[src/rtl/spi_responder_if.sv]
// SPI responder bus: the external SPI pins plus the parallel word interface.
interface spi_responder_if #(
    parameter int WID = 24
);
    logic           sck;
    logic           ss_L;
    logic           mosi;
    logic           miso;
    logic [WID-1:0] to_master;
    logic [WID-1:0] from_master;
    logic           busy;
    logic           finished;
    logic           err;

    modport slave (
        input  sck, ss_L, mosi, to_master,
        output miso, from_master, busy, finished, err
    );

    modport master (
        output sck, ss_L, mosi, to_master,
        input  miso, from_master, busy, finished, err
    );
endinterface

[src/rtl/spi_responder.sv]
// SPI slave for one full-duplex MSB-first word. All SPI pins are oversampled
// in the clk domain; sck is only ever treated as data.
module spi_responder #(
    parameter int WID      = 24,
    parameter int POLARITY = 0,
    parameter int PHASE    = 0
) (
    input  logic            clk,
    input  logic            rst,
    spi_responder_if.slave  bus
);

    localparam int            CNT_W    = $clog2(WID + 1);
    localparam logic [CNT_W-1:0] WID_CNT = CNT_W'(WID);
    localparam logic          SCK_IDLE = (POLARITY != 0);

    typedef enum logic {IDLE, ACTIVE} state_t;

    state_t           state_q, state_d;
    logic [1:0]       sck_sync, ss_sync, mosi_sync;
    logic             sck_prev, ss_prev;
    logic [WID-1:0]   tx_sr, rx_sr, from_master_q;
    logic [CNT_W-1:0] bit_cnt;
    logic             finished_q, err_q;

    logic lead_edge, trail_edge, sample_edge, shift_edge;
    logic ss_fall, ss_rise;
    logic do_load, do_sample, do_shift, do_finish, do_err;

    // Two-flop synchronizers plus one history flop per pin for edge detection.
    // ss_prev resets to "selected" so a transfer already running at reset is
    // ignored until the master deselects and reselects.
    always_ff @(posedge clk) begin
        if (rst) begin
            sck_sync  <= {2{SCK_IDLE}};
            sck_prev  <= SCK_IDLE;
            ss_sync   <= 2'b00;
            ss_prev   <= 1'b0;
            mosi_sync <= 2'b00;
        end else begin
            sck_sync  <= {sck_sync[0], bus.sck};
            sck_prev  <= sck_sync[1];
            ss_sync   <= {ss_sync[0], bus.ss_L};
            ss_prev   <= ss_sync[1];
            mosi_sync <= {mosi_sync[0], bus.mosi};
        end
    end

    assign lead_edge   = (sck_prev == SCK_IDLE) && (sck_sync[1] != SCK_IDLE);
    assign trail_edge  = (sck_prev != SCK_IDLE) && (sck_sync[1] == SCK_IDLE);
    assign sample_edge = (PHASE == 0) ? lead_edge  : trail_edge;
    assign shift_edge  = (PHASE == 0) ? trail_edge : lead_edge;
    assign ss_fall     = ss_prev && !ss_sync[1];
    assign ss_rise     = !ss_prev && ss_sync[1];

    // State register.
    always_ff @(posedge clk) begin
        if (rst) state_q <= IDLE;
        else     state_q <= state_d;
    end

    // Next state and per-cycle datapath controls; deselect beats any sck edge.
    // The bit_cnt != 0 shift guard also skips the first leading edge in PHASE 1.
    always_comb begin
        state_d   = state_q;
        do_load   = 1'b0;
        do_sample = 1'b0;
        do_shift  = 1'b0;
        do_finish = 1'b0;
        do_err    = 1'b0;
        case (state_q)
            IDLE: begin
                if (ss_fall) begin
                    state_d = ACTIVE;
                    do_load = 1'b1;
                end
            end
            ACTIVE: begin
                if (ss_rise) begin
                    state_d = IDLE;
                    if (bit_cnt == WID_CNT) do_finish = 1'b1;
                    else                    do_err    = 1'b1;
                end else begin
                    do_sample = sample_edge && (bit_cnt < WID_CNT);
                    do_shift  = shift_edge && (bit_cnt != '0) && (bit_cnt < WID_CNT);
                end
            end
            default: state_d = IDLE;
        endcase
    end

    // Shift registers, bit counter, received word and the one-cycle pulses.
    always_ff @(posedge clk) begin
        if (rst) begin
            tx_sr         <= '0;
            rx_sr         <= '0;
            bit_cnt       <= '0;
            from_master_q <= '0;
            finished_q    <= 1'b0;
            err_q         <= 1'b0;
        end else begin
            finished_q <= do_finish;
            err_q      <= do_err;
            if (do_finish) from_master_q <= rx_sr;
            if (do_load) begin
                tx_sr   <= bus.to_master;
                bit_cnt <= '0;
            end else begin
                if (do_sample) begin
                    rx_sr   <= {rx_sr[WID-2:0], mosi_sync[1]};
                    bit_cnt <= bit_cnt + CNT_W'(1);
                end
                if (do_shift) tx_sr <= {tx_sr[WID-2:0], 1'b0};
            end
        end
    end

    assign bus.miso        = (state_q == ACTIVE) ? tx_sr[WID-1] : 1'b0;
    assign bus.busy        = (state_q == ACTIVE);
    assign bus.from_master = from_master_q;
    assign bus.finished    = finished_q;
    assign bus.err         = err_q;

endmodule

[src/flat_wrapper.sv]
// flat-port wrapper written by rule: the top's interface ports become plain ports
module spi_responder_flat 
#(
    parameter int WID      = 24,
    parameter int POLARITY = 0,
    parameter int PHASE    = 0
)
  (clk, rst, bus_sck, bus_ss_L, bus_mosi, bus_to_master, bus_miso, bus_from_master, bus_busy, bus_finished, bus_err);
  spi_responder_if #(.WID(WID)) bus_i ();
  input  logic clk;
  input  logic rst;
  input wire logic [$bits(bus_i.sck)-1:0] bus_sck;
  input wire logic [$bits(bus_i.ss_L)-1:0] bus_ss_L;
  input wire logic [$bits(bus_i.mosi)-1:0] bus_mosi;
  input wire logic [$bits(bus_i.to_master)-1:0] bus_to_master;
  output wire logic [$bits(bus_i.miso)-1:0] bus_miso;
  output wire logic [$bits(bus_i.from_master)-1:0] bus_from_master;
  output wire logic [$bits(bus_i.busy)-1:0] bus_busy;
  output wire logic [$bits(bus_i.finished)-1:0] bus_finished;
  output wire logic [$bits(bus_i.err)-1:0] bus_err;
  assign bus_i.sck = bus_sck;
  assign bus_i.ss_L = bus_ss_L;
  assign bus_i.mosi = bus_mosi;
  assign bus_i.to_master = bus_to_master;
  assign bus_miso = bus_i.miso;
  assign bus_from_master = bus_i.from_master;
  assign bus_busy = bus_i.busy;
  assign bus_finished = bus_i.finished;
  assign bus_err = bus_i.err;
  spi_responder #(.WID(WID), .POLARITY(POLARITY), .PHASE(PHASE)) u_core (.clk(clk), .rst(rst), .bus(bus_i));
endmodule
[config.mk]
export PLATFORM = sky130hd
export DESIGN_NAME = spi_responder_flat
export DESIGN_NICKNAME = d
export VERILOG_FILES = /design/src/rtl/spi_responder_if.sv /design/src/rtl/spi_responder.sv /design/src/flat_wrapper.sv
export SDC_FILE = /design/constraint.sdc
export NUM_CORES = 1
export LEC_CHECK = 0
export BUFFER_PORTS_ARGS = -buffer_cell sky130_fd_sc_hd__buf_4
export CORE_MARGIN = 2
export CORE_UTILIZATION = 45
export CTS_BUF_LIST = sky130_fd_sc_hd__clkbuf_8 sky130_fd_sc_hd__clkbuf_16
export CTS_CLUSTER_DIAMETER = 120
export DETAILED_ROUTE_END_ITERATION = 12
export GPL_ROUTABILITY_DRIVEN = 0
export PLACE_DENSITY = 0.66
export SETUP_SLACK_MARGIN = 0.2
export SLEW_MARGIN = 25
export SYNTH_ARGS = -nofsm -noshare
export SYNTH_HDL_FRONTEND = slang
export SYNTH_SLANG_ARGS = --single-unit
[constraint.sdc]
create_clock -name clk -period 2 [get_ports clk]
set_input_delay 0.1 -clock clk [delete_from_list [all_inputs] [get_ports clk]]
set_output_delay 0.1 -clock clk [all_outputs]
set_load 0.02 [all_outputs]
==> impl_metrics.tcl, run 1 <==
set metrics [dict create \
    max-slew-margin-rel_pct 66.18 \
    comb_power_share_pct 5.3 \
    switching_share_pct 21.71 \
    antenna_found_initial 0 \
    grt_max_degree 53 \
    area_delta_synth_final_pct 33.99 \
    mostFrequentLayoutCell "dfxtp_1" \
    core_area_sq_um 7137 \
    final_nets 469 \
    rr_worst_depth 6 \
    drt_iter0_markers 192 \
    layout_common_cells "86 x dfxtp_1, 75 x nand2_1, 66 x buf_4" \
    worstReg2RegStart "u_core.bit_cnt[1]" \
    synth_cells 349 \
    cts_buffer_depth 2 \
    synth_fp_nets 380 \
    cp-startpoint "u_core.bit_cnt[1]" \
    seq_power_share_pct 56.4 \
    synth_area_leaders "dfxtp_1 54%, mux2i_1 15%, nand2_1 8.6%" \
    cts_sinks 88 \
    synth_edf_count 0 \
    finalSetupViolCount 0 \
    synth_top_area_share_pct 53.72 \
    drtPass1Iterations 4 \
    rrSetupSlack_ns 0.23 \
    grt_usage_pct 17.84 \
    viasPerCell 4.895 \
    rsz0062_at_grt "true" \
    min-delay-path-class "flop to flop" \
    cp-end-kind "flop" \
    yosysSeqAreaShare_pct 53.72 \
    root_buffer "clkbuf_8" \
    min_period_over_period_pct 88.41 \
    path_class "flop to flop" \
    syn_avg_cell_area_sq_um 9.397 \
    hold_depth 1 \
    worst_pin_slew_ns 0.5074 \
    dieArea_sq_um 7986 \
    cp-start-kind "flop" \
    num_rows 31 \
    ioPinCount 57 \
    cts_tree "built" \
    setup_tns_ns 0 \
    drv_cap 0 \
    r2r_end "u_core.tx_sr[12]" \
    slew_viol_final 0 \
    grt_pass1_vias 2424 \
    dp.final_hpwl_um 3831 \
    worstSkewPairLatency_ns 0.35 \
    crit_required_ns 2.24 \
    synthArstFlopShare_pct 0 \
    p_per_area_nw_per_um2 718.1 \
    hold_viol 0 \
    cts_buffers 9 \
    period_needed_ns 1.768 \
    antennaDiodeCount 0 \
    fmax_ghz 0.5656 \
    yosys_warnings 0 \
    drive_gt1_share_pct 22.62 \
    ant_nets 0 \
    power.switching_mw 0.6851 \
    status "finished, final reports clean" \
    wl_um 6755 \
    p_int_mw 2.470 \
    drc 0 \
    die_x_um 89.37 \
    synthFlopType "dfxtp_1" \
    vias 2648 \
    grt_pass1_wl_um 11060 \
    cp.arrival_ns 2.01 \
    avgRoutedWirePerCell_um 12.49 \
    crit_end "u_core.tx_sr[12]" \
    fin_skew_ns 0.008565 \
    port_buffers 56 \
    initial_core_util_pct 45.95 \
    clkPwrFrac_pct 38.4 \
    die_y_um 89.37 \
    synth.ff_latch_count 88 \
    p_leak_nw 2.006 \
    overflow 0 \
    netlist_area_sq_um 3279 \
    synth_area_leader_cell "dfxtp_1" \
    clkTransAtPathRegs_ns 0.09 \
    ir_worst_vdd_uv 679.3 \
    hold_slack_ns 0.4402 \
    htreeDepth 3 \
    yosysUniqueCellTypes 32 \
    cp_max_fo 6 \
]
-- metrics by stage --
step | power, mW | utilization (%) | area, sq um | setup WS [ns] | instances
after global placement | 1.926 | 52.84 | 3771 | 0.1600 | 489
final | 3.155 | 61.57 | 4394 | 0.2318 | 541
after global routing | 3.284 | 61.57 | 4394 | 0.1721 | 541
after floorplan | 1.869 | - | 3279 | 0.3126 | 349
after detailed placement | 1.929 | 52.84 | 3771 | 0.1034 | 489
after CTS | 3.183 | 60.06 | 4287 | 0.1602 | 535
-- sequential cells by signal, indices dropped and copies added (netlist names) --
| signal | cells |
|---|---|
| u_core.ss_prev | 1 |
| u_core.bit_cnt | 5 |
| u_core.bus.from_master | 24 |
| u_core.bus.err | 1 |
| u_core.bus.finished | 1 |
| u_core.tx_sr | 24 |
| u_core.bus.busy | 1 |
| u_core.rx_sr | 24 |
| u_core.sck_prev | 1 |
| u_core.sck_sync | 2 |
| u_core.mosi_sync | 2 |
| u_core.ss_sync | 2 |
-- synthesized netlist by cell type (2+ instances only) --
library cell  instances
nor3b_1               2
inv_1                 2
ha_1                  2
o21ai_0              19
nand3_1               3
buf_2                 3
nand2_1              75
a21oi_1              26
nor2_1               29
nand3b_1              2
mux2i_1              48
clkbuf_1             16
o21ai_1               5
nor2b_1              10
or2_2                 2
buf_8                 2
dfxtp_1              88
-- worst min-delay path by stage --
stage	start	to	slack, ns
2_1_floorplan	bus_to_master[10]	u_core.tx_sr[10]	0.21
4_1_cts	u_core.sck_sync[0]	u_core.sck_sync[1]	0.45
3_5_place_dp	bus_to_master[10]	u_core.tx_sr[10]	0.30
5_1_grt	u_core.ss_sync[0]	u_core.ss_sync[1]	0.46
6_report	u_core.sck_sync[0]	u_core.sck_sync[1]	0.44
3_3_place_gp	bus_to_master[9]	u_core.tx_sr[9]	0.29
-- power groups by stage --
stage / Sequential [mW] / Combinational [mW] / Clock [mW]
floorplan: 1.82 / 0.0520 / 0
global placement: 1.82 / 0.107 / 0
detailed placement: 1.82 / 0.109 / 0
CTS: 1.78 / 0.158 / 1.25
global route: 1.78 / 0.180 / 1.32
finish: 1.78 / 0.166 / 1.21
-- layer usage --
layer / track usage, % / part of all wire (%) / up-vias
met5: 0 / 0 / -
met4: 4.749 / 1.1 / 0
met3: 5.725 / 3.7 / 9
met2: 28.08 / 48 / 42
met1: 23.76 / 47 / 1250
li1: - / - / 1347
-- cell families (layout without fill, tap and decap cells) --
group	Yosys count	after routing	share of synthesized area, %
AOI/OAI and AO/OA	53	53	8.432
xor gates and xnor gates	2	2	0.5342
adders and majority gates	2	2	0.7629
buffers and inverters	24	114	3.777
DFF	88	88	53.72
muxes	48	48	14.65
and+or+nand+nor	132	135	18.12
-- worst max-delay path, cell delays in order, from the launching register on --
cell and delay, ns:
dfxtp_2 0.34, inv_2 0.06, ha_4 0.12, or4b_4 0.54, nand4_2 0.26, mux2i_1 0.24
o21ai_0 0.09
-- repair_timing --
action / 4_1_cts / 5_1_grt
hold endpoints to repair: 32 / 0
pin swaps: 0 / 1
setup endpoints to repair: 24 / 70
setup buffers: 0 / 4
gates cloned: 1 / 2
hold buffers: 30 / 0
resized for setup: 1 / 12
-- final cells by class --
| class | instances | area [sq um] |
|---|---|---|
| multi-input combinational | 240 | 1489 |
| clock buffer | 10 | 137.6 |
| sequential | 88 | 1764 |
| fill | 628 | 2743 |
| clock inverter | 5 | 56.30 |
| inverter | 2 | 7.507 |
| tap | 99 | 123.9 |
| timing repair buffer | 97 | 815.8 |
Note: power is estimated with default switching activity, not from simulation.
==> run 2, diff against run 1 <==
Settings changed: REMOVE_ABC_BUFFERS from default to 1.
==> run 2 against run 1 <==
Net effect: non-clock buffer count shrank 1; total power fell by 5.8%; wire length up 2.3%; first-iteration DRC count fell by 27%; highest routed layer unchanged.
==> impl_metrics.tcl, run 2 (synthesized netlist as in run 1, its figures left out) <==
set metrics [dict create \
    status "finished, final reports clean" \
    vias 2561 \
    drt_iter0_markers 140 \
    drive_gt1_share_pct 22.32 \
    slowest_stage "or4b_4" \
    worst_pin_slew_ns 0.4567 \
    finalSetupViolCount 0 \
    die_y_um 89.37 \
    avgRoutedWirePerCell_um 12.85 \
    htreeDepth 3 \
    cts_buffers 9 \
    initial_core_util_pct 45.95 \
    fmax_ghz 0.5747 \
    min_period_over_period_pct 87.00 \
    area_delta_synth_final_pct 32.35 \
    ant_nets 0 \
    comb_power_share_pct 5.3 \
    path_class "flop to flop" \
    clkTransAtPathRegs_ns 0.08 \
    overflow 0 \
    grt_pass1_vias 2404 \
    crit_family "simple AND/OR/NAND/NOR gates" \
    cp_num_buf_inv 2 \
    layout_common_cells "86 x dfxtp_1, 75 x nand2_1, 64 x buf_4" \
    cp-start-kind "flop" \
    ioPinCount 57 \
    cp_cell_sequence "inv_2 > ha_4 > or4b_4 > nand4_4 > clkbuf_16 > mux2i_1 > o21ai_1" \
    min-delay-path-class "input port to flop" \
    num_rows 31 \
    cp-end-kind "flop" \
    port_buffers 56 \
    hold_viol 0 \
    root_buffer "clkbuf_8" \
    ir_worst_vdd_uv 374.6 \
    drv_cap 0 \
    antenna_found_initial 0 \
    cts_buffer_depth 2 \
    period_needed_ns 1.740 \
    hold_slack_ns 0.1402 \
    p_leak_nw 1.999 \
    p_int_mw 2.328 \
    drtPass1Iterations 4 \
    worstSkewPairLatency_ns 0.34 \
    max_stage_delay_ns 0.47 \
    grt_pass1_wl_um 10580 \
    dieArea_sq_um 7986 \
    slew_viol_final 0 \
    antennaDiodeCount 0 \
    placed_area_sq_um 3806 \
    power.switching_mw 0.6440 \
    cts_sinks 88 \
    mostFrequentLayoutCell "dfxtp_1" \
    cp_max_fo 6 \
    core_area_sq_um 7137 \
    clkPwrFrac_pct 34.9 \
    grt_max_degree 37 \
    fin_skew_ns 0.007929 \
    final_util_pct 60.82 \
    grt_usage_pct 17.22 \
    cts_tree "built" \
    die_x_um 89.37 \
    p_per_area_nw_per_um2 684.8 \
    postLayoutCellArea_sq_um 4340 \
    cp.arrival_ns 1.97 \
    viasPerCell 4.760 \
    drc 0 \
    switching_share_pct 21.67 \
    dp.final_hpwl_um 3956 \
    wl_um 6911 \
    max-slew-margin-rel_pct 69.55 \
    seq_power_share_pct 59.8 \
    crit_required_ns 2.23 \
    final_nets 465 \
    rsz0062_at_grt "false" \
]
run 2: changes by cell type in the layout (fill, tap and decap cells not counted), moves of 2 or more:
cell           change
dlygate4sd3_1      -3
buf_4              -2
clkbuf_16          +2
clkinv_2           +2
inv_1              +2
nand4_4            -2
run 2: power by group through the flow:
| stage | sequential [mW] | clock (mW) | combinational [mW] |
|---|---|---|---|
| 6_report | 1.78 | 1.04 | 0.157 |
| 5_1_grt | 1.78 | 1.17 | 0.172 |
| 4_1_cts | 1.78 | 1.09 | 0.154 |
| 3_5_place_dp | 1.82 | 0 | 0.111 |
| 3_3_place_gp | 1.82 | 0 | 0.111 |
| 2_1_floorplan | 1.82 | 0 | 0.0335 |
run 2: worst min-delay path, delay by kind of cell:
family        cells  cell delay (ns)
buf+inv           1             0.11
simple gates      2             0.23
run 2: final cells by class:
type / count / area, sq um
inverters: 2 / 7.507
clock inverters: 6 / 27.53
repair buffers: 96 / 852.1
well taps: 99 / 123.9
clock buffers: 10 / 137.6
flip-flops and latches: 88 / 1764
multi-input cells: 237 / 1428
fillers: 651 / 2796
run 2: worst paths after layout:
check,depth (start not counted),from,slack [ns],to
setup / recovery,7,u_core.bit_cnt[0],0.26,u_core.tx_sr[22]
hold / removal,3,rst,0.14,u_core.bit_cnt[0]
setup reg to reg,7,u_core.bit_cnt[0],0.26,u_core.tx_sr[22]
hold reg to reg,1,u_core.ss_sync[0],0.44,u_core.ss_sync[1]
run 2: per-stage QoR:
stage	power [mW]	TNS (ns)	std cells	setup WS, ns
finish	2.972	0	538	0.2600
global route	3.120	0	538	0.1919
CTS	3.017	0	533	0.2103
detailed placement	1.931	0	490	0.2145
global placement	1.929	0	490	0.2678
floorplan	1.850	-21.18	327	-0.6629
run 2: routing by layer:
metal	routed length [um]	vias to the layer above	GRT usage, %
li1	-	1327	-
met1	3155	1164	21.76
met2	3324	61	28.55
met3	336	9	4.155
met4	94	0	6.513
met5	0	-	0
run 2: repair_timing:
item,CTS,global route
setup endpoints to repair,0,23
hold buffers,27,0
resized for setup,0,10
buffers inserted,0,2
hold endpoints to repair,27,0
==> run 3, diff against run 2 <==
Settings changed: ABC_AREA from default to 1, CAP_MARGIN from default to 20.
==> run 3 against run 2 <==
Net effect: cell count increased by 17%; sequential power about the same; flip-flop and latch count unchanged; worst setup slack improved by 0.17 ns; via count increased by 19%; die area increased by 5.1%; clock-buffer cell count unchanged; clock power increased by 11%; first-iteration DRC count decreased by 31%; total power increased by 2.8%; critical path depth decreased by 1; fmax increased by 11%.
==> impl_metrics.tcl, run 3 <==
set metrics [dict create \
    cts_sinks 88 \
    port_buffers 56 \
    grt_usage_pct 17.85 \
    min_to "u_core.tx_sr[12]" \
    min_period_over_period_pct 78.29 \
    viasPerCell 4.841 \
    crit_required_ns 2.29 \
    slowest_stage "dfxtp_1" \
    worstSkewPairLatency_ns 0.36 \
    cp-end-kind "flop" \
    grt_max_degree 50 \
    rrSetupSlack_ns 0.43 \
    synth_edf_count 0 \
    mostFrequentLayoutCell "nand2_1" \
    rsz0062_at_grt "false" \
    finalSetupViolCount 0 \
    synthArstFlopShare_pct 0 \
    synth.ff_latch_count 88 \
    p_per_area_nw_per_um2 733.5 \
    dieArea_sq_um 8393 \
    min-delay-path-class "input port to flop" \
    netlist_area_sq_um 3455 \
    final_nets 557 \
    synthFlopType "dfxtp_1" \
    ff_latch_area_sq_um 1762 \
    die_y_um 91.62 \
    postLayoutCellArea_sq_um 4165 \
    hold_viol 0 \
    p_leak_nw 1.877 \
    multi_input_area_sq_um 1475 \
    wl_um 6820 \
    status "finished, final reports clean" \
    ioPinCount 57 \
    drv_cap 0 \
    synth_area_leader_cell "dfxtp_1" \
    path_class "flop to flop" \
    post-cts-setup-buffers 0 \
    root_buffer "clkbuf_8" \
    ir_worst_vdd_uv 378.3 \
    cp.arrival_ns 1.85 \
    yosysSeqAreaShare_pct 51.00 \
    clkTransAtPathRegs_ns 0.09 \
    drt_iter0_markers 97 \
    worst_pin_slew_ns 0.4517 \
    min_from "bus_to_master[12]" \
    drtPass1Iterations 4 \
    synth_cells 475 \
    max_stage_delay_ns 0.48 \
    yosysUniqueCellTypes 21 \
    avgRoutedWirePerCell_um 10.83 \
    dp.final_hpwl_um 4340 \
    r2r_end "u_core.bit_cnt[2]" \
    grt_pass1_wl_um 12190 \
    num_rows 31 \
    vias 3050 \
    die_x_um 91.62 \
    period_needed_ns 1.566 \
    syn_avg_cell_area_sq_um 7.273 \
    cp_max_fo 28 \
    max-slew-margin-rel_pct 69.84 \
    cp-start-kind "flop" \
    fin_skew_ns 0.01180 \
    placed_area_sq_um 3934 \
    grt_pass1_vias 2783 \
    cts_buffer_depth 2 \
    synth_area_leaders "dfxtp_1 51%, nand2_1 12%, nor2_1 12%" \
    core_area_sq_um 7331 \
    drive_gt1_share_pct 17.14 \
    ant_nets 0 \
    initial_core_util_pct 47.12 \
    layout_common_cells "110 x nand2_1, 109 x nor2_1, 88 x dfxtp_1" \
    htreeDepth 3 \
    rr_worst_depth 6 \
    antenna_found_initial 0 \
    cts_buffers 9 \
    worstReg2RegStart "u_core.bus.busy" \
    hold_depth 5 \
    setup_tns_ns 0 \
    area_delta_synth_final_pct 20.57 \
    fill_cells 707 \
    synth.top_cells.by_count "110 x nand2_1, 110 x nor2_1, 88 x dfxtp_1" \
    cp_cell_sequence "nand3_2 > inv_2 > nand2_2 > inv_2 > nand2_1 > a21oi_1" \
    overflow 0 \
    yosys_warnings 0 \
    fmax_ghz 0.6387 \
    slew_viol_final 0 \
    cts_tree "built" \
    antennaDiodeCount 0 \
    cp_common_cell "inv_2" \
    synth_top_area_share_pct 51.00 \
    drc 0 \
]
==> run 3: changes by cell type after synthesis, sizes merged, moves of 18 or more <==
cell,before,now
mux2i,48,0
nor2,29,111
nand2,75,111
o21ai,24,50
inv,2,20
nand3,3,29
==> run 3: how the worst max path moves through the flow <==
stage	startpoint	to	slack, ns	cells past startpoint
finish	u_core.bus.busy	u_core.bit_cnt[2]	0.43	6
global route	u_core.bus.busy	u_core.bit_cnt[4]	0.22	6
CTS	u_core.bit_cnt[0]	u_core.bus.from_master[23]	0.41	9
detailed placement	u_core.bit_cnt[0]	u_core.bus.from_master[6]	0.43	9
global placement	u_core.bit_cnt[0]	u_core.bus.from_master[4]	0.43	9
floorplan	u_core.bus.busy	u_core.bit_cnt[0]	0.05	6
==> run 3: critical path: cells and delay by family (launching register included) <==
family                 cells  cell delay [ns]
AND/OR/NAND/NOR            3             0.40
buffers and inverters      2             0.47
AO/OA/AOI/OAI              1             0.14
flip-flops                 1             0.48
==> run 3: per-layer routing <==
metal	track usage (%)	vias to the layer above	part of all wire (%)	routed length [um]
li1	-	1602	-	-
met1	22.71	1378	49	3311
met2	29.23	59	45	3096
met3	3.944	11	4.4	300
met4	7.576	0	1.6	111
met5	0	-	0	0
==> run 3: stage by stage <==
stage | setup slack [ns] | power (mW) | hold slack, ns | util, % | instances
after CTS | 0.4081 | 3.095 | 0.06837 | 56.75 | 630
after detailed placement | 0.4274 | 1.941 | 0.3091 | 53.66 | 610
after floorplan | 0.05056 | 1.865 | 0.1691 | - | 446
final | 0.4342 | 3.055 | 0.08625 | 56.82 | 630
after global routing | 0.2234 | 3.196 | 0.08806 | 56.82 | 630
after global placement | 0.4326 | 1.939 | 0.3062 | 53.66 | 610
==> run 3: where the power goes <==
group / leakage (nW) / internal [mW] / total (mW) / switching [mW]
clock: 0.0912 / 0.500 / 1.15 / 0.650
combinational: 1.08 / 0.0642 / 0.136 / 0.0714
sequential: 0.710 / 1.76 / 1.77 / 0.00689
==> run 3: area by class of cell <==
class	instances	share of cell area [%]
inverters	20	1.862
well taps	99	2.974
multi-input cells	338	35.42
flip-flops and latches	88	42.30
clock buffers	10	3.304
clock inverters	6	1.172
repair buffers	69	12.98
==> run 3: cell families after synthesis <==
| logic type | after synthesis | share of synthesized area [%] |
|---|---|---|
| buffers and inverters | 49 | 6.374 |
| DFF | 88 | 51.00 |
| xor gates and xnor gates | 3 | 0.7607 |
| adders and majority gates | 2 | 0.7243 |
| and+or+nand+nor | 252 | 29.23 |
| AOI/OAI and AO/OA | 81 | 11.92 |
==> run 3: timing repair <==
action,4_1_cts,5_1_grt
endpoints found under the hold margin,4,0
hold buffers,4,0
setup endpoints to repair,0,9
gates resized for setup,0,3
